[src/rtl/bf_pkg.sv]
// bf_pkg: op codes and tape FSM states shared by the BF data-tape unit
package bf_pkg;
  typedef enum logic [2:0] {
    OP_NOP     = 3'd0,
    OP_PTR_INC = 3'd1,
    OP_PTR_DEC = 3'd2,
    OP_VAL_INC = 3'd3,
    OP_VAL_DEC = 3'd4,
    OP_VAL_WR  = 3'd5,
    OP_CLEAR   = 3'd6,
    OP_RSVD    = 3'd7
  } op_e;
  typedef enum logic [1:0] {
    ST_CLEAR,
    ST_IDLE,
    ST_LOAD
  } tape_state_e;
endpackage

[src/rtl/bf_tape_ram.sv]
// bf_tape_ram: single-port synchronous-read tape storage, write-first, no reset
module bf_tape_ram #(
  parameter int DATA_W = 8,
  parameter int ADDR_W = 8
) (
  input  logic              clock,
  input  logic              we,
  input  logic [ADDR_W-1:0] addr,
  input  logic [DATA_W-1:0] wdata,
  output logic [DATA_W-1:0] q
);
  logic [DATA_W-1:0] mem [2**ADDR_W];
  // a write also forwards its data to the read port
  always_ff @(posedge clock) begin
    if (we) begin
      mem[addr] <= wdata;
      q <= wdata;
    end else q <= mem[addr];
  end
endmodule

[src/rtl/bf_tape.sv]
// bf_tape: BF data tape with pointer, cell register, clear sweep and load stall
module bf_tape
  import bf_pkg::*;
#(
  parameter int DATA_W   = 8,
  parameter int ADDR_W   = 8,
  parameter bit PTR_WRAP = 1'b1
) (
  input  logic              clock,
  input  logic              reset,
  input  logic              op_valid,
  input  logic [2:0]        op,
  input  logic [DATA_W-1:0] op_data,
  output logic              op_ready,
  output logic [DATA_W-1:0] cell_q,
  output logic              cell_zero,
  output logic [ADDR_W-1:0] ptr,
  output logic              busy,
  output logic              ptr_err
);
  localparam int DEPTH = 2**ADDR_W;
  tape_state_e state, state_next;
  op_e op_c;
  logic [ADDR_W-1:0] sweep_addr, ptr_next, ram_addr;
  logic [DATA_W-1:0] cell_next, ram_wdata, ram_q;
  logic accept, is_move, is_val, at_edge, move, sat, val_wr, clr, ram_we, sweep_done;
  assign op_c = op_e'(op);
  assign cell_zero = cell_q == '0;
  assign sweep_done = sweep_addr == ADDR_W'(DEPTH - 1);
  // state register
  always_ff @(posedge clock) state <= state_next;
  // op decode, next state and RAM port steering (sweep owns the port while clearing)
  always_comb begin
    op_ready = state == ST_IDLE;
    busy = state == ST_CLEAR;
    accept = op_ready && op_valid && !reset;
    is_move = op_c == OP_PTR_INC || op_c == OP_PTR_DEC;
    is_val = op_c == OP_VAL_INC || op_c == OP_VAL_DEC || op_c == OP_VAL_WR;
    at_edge = op_c == OP_PTR_INC ? ptr == '1 : ptr == '0;
    move = accept && is_move && (PTR_WRAP || !at_edge);
    sat = accept && is_move && !PTR_WRAP && at_edge;
    val_wr = accept && is_val;
    clr = reset || (accept && op_c == OP_CLEAR);
    ptr_next = op_c == OP_PTR_INC ? ptr + ADDR_W'(1) : ptr - ADDR_W'(1);
    cell_next = op_c == OP_VAL_INC ? cell_q + DATA_W'(1) :
                op_c == OP_VAL_DEC ? cell_q - DATA_W'(1) : op_data;
    ram_we = busy || val_wr;
    ram_addr = busy ? sweep_addr : move ? ptr_next : ptr;
    ram_wdata = busy ? '0 : cell_next;
    state_next = clr ? ST_CLEAR :
                 busy ? (sweep_done ? ST_IDLE : ST_CLEAR) :
                 move ? ST_LOAD : ST_IDLE;
  end
  // pointer, cell register, sweep counter and sticky error
  always_ff @(posedge clock) begin
    if (clr) begin
      sweep_addr <= '0;
      ptr <= '0;
      cell_q <= '0;
      ptr_err <= 1'b0;
    end else begin
      if (busy) sweep_addr <= sweep_addr + ADDR_W'(1);
      if (move) ptr <= ptr_next;
      if (sat) ptr_err <= 1'b1;
      if (val_wr) cell_q <= cell_next;
      else if (state == ST_LOAD) cell_q <= ram_q;
    end
  end
  bf_tape_ram #(.DATA_W(DATA_W), .ADDR_W(ADDR_W)) u_ram (
    .clock(clock),
    .we(ram_we),
    .addr(ram_addr),
    .wdata(ram_wdata),
    .q(ram_q)
  );
endmodule

[config.mk]
export PLATFORM = sky130hd
export DESIGN_NAME = bf_tape
export DESIGN_NICKNAME = d
export VERILOG_FILES = /design/src/rtl/bf_pkg.sv /design/src/rtl/bf_tape_ram.sv /design/src/rtl/bf_tape.sv
export SDC_FILE = /design/constraint.sdc
export NUM_CORES = 2
export LEC_CHECK = 0
export ABC_AREA = 1
export CAP_MARGIN = 25
export CORE_UTILIZATION = 38
export DETAILED_ROUTE_END_ITERATION = 10
export SETUP_SLACK_MARGIN = 0.15
export SLEW_MARGIN = 25
export SYNTH_ARGS = -nofsm -noshare
export SYNTH_HDL_FRONTEND = slang
export SYNTH_HIERARCHICAL = 1
export SYNTH_SLANG_ARGS = --single-unit
[constraint.sdc]
create_clock -name clock -period 10.4 [get_ports clock]
set_input_delay 1.56 -clock clock [delete_from_list [all_inputs] [get_ports clock]]
set_output_delay 1.56 -clock clock [all_outputs]
set_load 0.05 [all_outputs]
==> flow_metrics.env <==
export IMPL_num_rows=173
export IMPL_final_cell_mix="nand2_1 (2,206), nand3_1 (2,052), edfxtp_1 (2,048), nor2_1 (315), clkbuf_16 (210)"
export IMPL_cts_setup_buffers=0
export IMPL_holdPathEnd="sweep_addr[0]$_SDFFE_PP0P_"
export IMPL_worstPathRequired_ns=10.86
export IMPL_clock_latency_ns=0.84
export IMPL_synth_fp_nets=7364
export IMPL_power_density_mw_per_mm2=187
export IMPL_grt_pass1_vias=54500
export IMPL_grt_start_max_net_pins=217
export IMPL_status="finished clean"
export IMPL_start_kind="input pin"
export IMPL_clkTransAtPathRegs_ns=0.06
export IMPL_cp_common_cell="nand3_1"
export IMPL_cts_max_level=4
export IMPL_track_usage=0.204
export IMPL_max_stage_delay_ns=0.87
export IMPL_cp_top_family="simple AND/OR/NAND/NOR gates"
export IMPL_syn_area_per_cell_um2=11.7
export IMPL_clock_sinks=2082
export IMPL_vdd_drop_max_mv=0.181
export IMPL_cp_cell_sequence="clkdlybuf4s50_1 > nand3_1 > ha_1 > a21oi_1 > nand3_1 > nand3b_1 > o21ai_2 > o21ai_1 > inv_1 > nor2_1 > nand3_1 > nor2_1"
export IMPL_routed_wl_um=237000
export IMPL_yosys_cell_types_count=36
export IMPL_hold_path_depth=2
export IMPL_cts_buffers=209
export IMPL_nets=7193
export IMPL_drive_above_1_share=0.0571
export IMPL_finalSetupViolations=0
export IMPL_path_buf_inv=2
export IMPL_synth_seq_cells=2082
export IMPL_cts_root_buffer="clkbuf_16"
export IMPL_endpoint_kind="register"
export IMPL_max_slew_margin=0.222
export IMPL_overflow=0
export IMPL_cts_tree="built"
export IMPL_io_pins=34
export IMPL_worstMarginPinSlew_ns=1.16
export IMPL_skew_ns=0.0214
export IMPL_power_leakage_nw=32.8
export IMPL_period_share=0.574
export IMPL_die_w_um=476
export IMPL_hold_path_class="register to register"
export IMPL_port_buffers=32
export IMPL_fp_dieArea_mm2=0.227
export IMPL_ant_nets=0
export IMPL_mostFrequentLayoutCell="nand2_1"
export IMPL_crit_type="input pin to register"
export IMPL_rr_worst_depth=18
export IMPL_clockBufferDepth=3
export IMPL_grt_pass1_wl_um=349000
export IMPL_synth_cells=7338
export IMPL_firstDrtPassIters=6
export IMPL_path_max_fanout=16
export IMPL_cp_slowest_cell="nand3_1"
export IMPL_area_growth_pct=10.7
export IMPL_total_power_mw=17.7
export IMPL_syn_cell_area_mm2=0.0855
export IMPL_floorplan_initialDensity=0.384
export IMPL_coreArea_mm2=0.223
export IMPL_setup_tns_ns=0
export IMPL_cp_arrival_ns=6.43
export IMPL_vias=56700
export IMPL_drtIter0Drc=7330
export IMPL_fmax_ghz=0.168
export IMPL_antenna_found_initial=2
export IMPL_hold_start="sweep_addr[0]$_SDFFE_PP0P_"
export IMPL_rsz0062_at_grt="false"
export IMPL_ctsHoldBuffers=0
export IMPL_dp_cells=9930
export IMPL_wire_per_inst_um=23.0
export IMPL_yosysWarnings=6
export IMPL_via_per_inst=5.49
export IMPL_drv_slew=0
export IMPL_route_detailed_drc=0
export IMPL_r2r_slack_ns=5.62
export IMPL_fin_cells=10300
export IMPL_maxCapViolCount=0
export IMPL_hpwl_um=135000
export IMPL_finalCriticalPeriod_ns=5.97
export IMPL_hold_viol=0
export IMPL_reg2reg_to="cell_q[3]$_SDFFE_PP0P_"
export IMPL_synth_seq_area_share=0.727
export IMPL_cts_resized=0
export IMPL_fp_dieH_um=476
export IMPL_place_gp_congestion=0.882
## stage by stage
step / utilization / hold slack (ns) / instance area, um^2 / setup WS, ns
after floorplan: - / 0.460 / 85500 / 0.876
after global placement: 0.394 / 0.491 / 88000 / 3.64
after detailed placement: 0.394 / 0.499 / 88000 / 3.61
after CTS: 0.425 / 0.511 / 94700 / 4.53
after global routing: 0.425 / 0.534 / 94700 / 4.29
final: 0.425 / 0.522 / 94700 / 4.43
## flip-flops by register name (all words and copies together) (netlist names), named ones only
name and count:
sweep_addr 8, u_ram/mem 2048, cell_q 8, state 2, ptr 8
## synthesized netlist by cell type, drive strengths merged
library cell,n,area [um^2]
xor2,6,52.6
nand2,2213,8320
nand3,2055,10300
fa,1,20.0
edfxtp,2048,61500
or2,7,43.8
a31oi,3,18.8
clkbuf,114,428
buf,374,2060
a21boi,1,7.51
nor3,4,20.0
xnor2,2,17.5
nor2,323,1250
o21ai,31,178
conb,1,3.75
ha,11,138
nand3b,1,7.51
nand4,6,37.5
a21oi,24,120
dfxtp,34,681
inv,79,304
## worst max-delay path by stage
stage                      from                          end  slack (ns)  cells past startpoint
after CTS                 op[0]  u_ram/mem[158][4]$_DFFE_PP_        4.53                     12
after global routing      op[0]  u_ram/mem[158][4]$_DFFE_PP_        4.29                     12
final                     op[0]  u_ram/mem[158][0]$_DFFE_PP_        4.43                     12
after global placement    op[0]  u_ram/mem[158][6]$_DFFE_PP_        3.64                     12
after detailed placement  op[0]  u_ram/mem[158][4]$_DFFE_PP_        3.61                     12
after floorplan           op[2]    u_ram/mem[0][0]$_DFFE_PP_        0.88                      7
## power by group
| group | switching, mW | internal (mW) | leakage [nW] |
|---|---|---|---|
| Combinational | 0.856 | 0.321 | 10.3 |
| Clock | 3.13 | 4.27 | 3.28 |
| Sequential | 0.0265 | 9.09 | 19.3 |
## layer usage
layer	share of wire	global-route usage	vias to the layer above	wire (um)
li1	-	-	25600	-
met1	0.42	0.279	27800	99100
met2	0.46	0.324	2761	109000
met3	0.088	0.0389	432	21000
met4	0.034	0.0733	0	8110
met5	0	0	-	0
## layout make-up
type	instances	area, um^2
Antenna cell	5	12.5
Clock buffer	257	5500
Clock inverter	124	1220
Fill cell	20600	128000
Inverter	79	335
Multi-Input combinational cell	4689	20600
Sequential cell	2082	62200
Tap cell	2975	3720
Timing Repair Buffer	106	1080
## cell families after synthesis
kind of cell	Yosys count	share of synthesized area
DFF	2082	0.727
buffers and inverters	567	0.0327
and+or+nand+nor	4609	0.234
AOI/OAI and AO/OA	59	0.00379
adders and majority gates	12	0.00184
other	1	0.0000439
xor gates and xnor gates	8	0.000819
## worst register-to-register path: stages, from the launching register on
cell and delay (ns):
dfxtp_4 0.89, buf_4 0.76, buf_4 0.88, nand2_1 0.23, nand3_1 0.14, nand3_1 0.12, nand3_1 0.17, nand3_1 0.13
nand3_1 0.26, nand3_1 0.21, nand2_1 0.24, nand2_1 0.07, nand2_1 0.20, nor2_1 0.09, nor2_1 0.13, o21ai_1 0.07
inv_1 0.06, nand2_1 0.04, inv_1 0.04
Note: power is estimated with default switching activity, not from simulation.
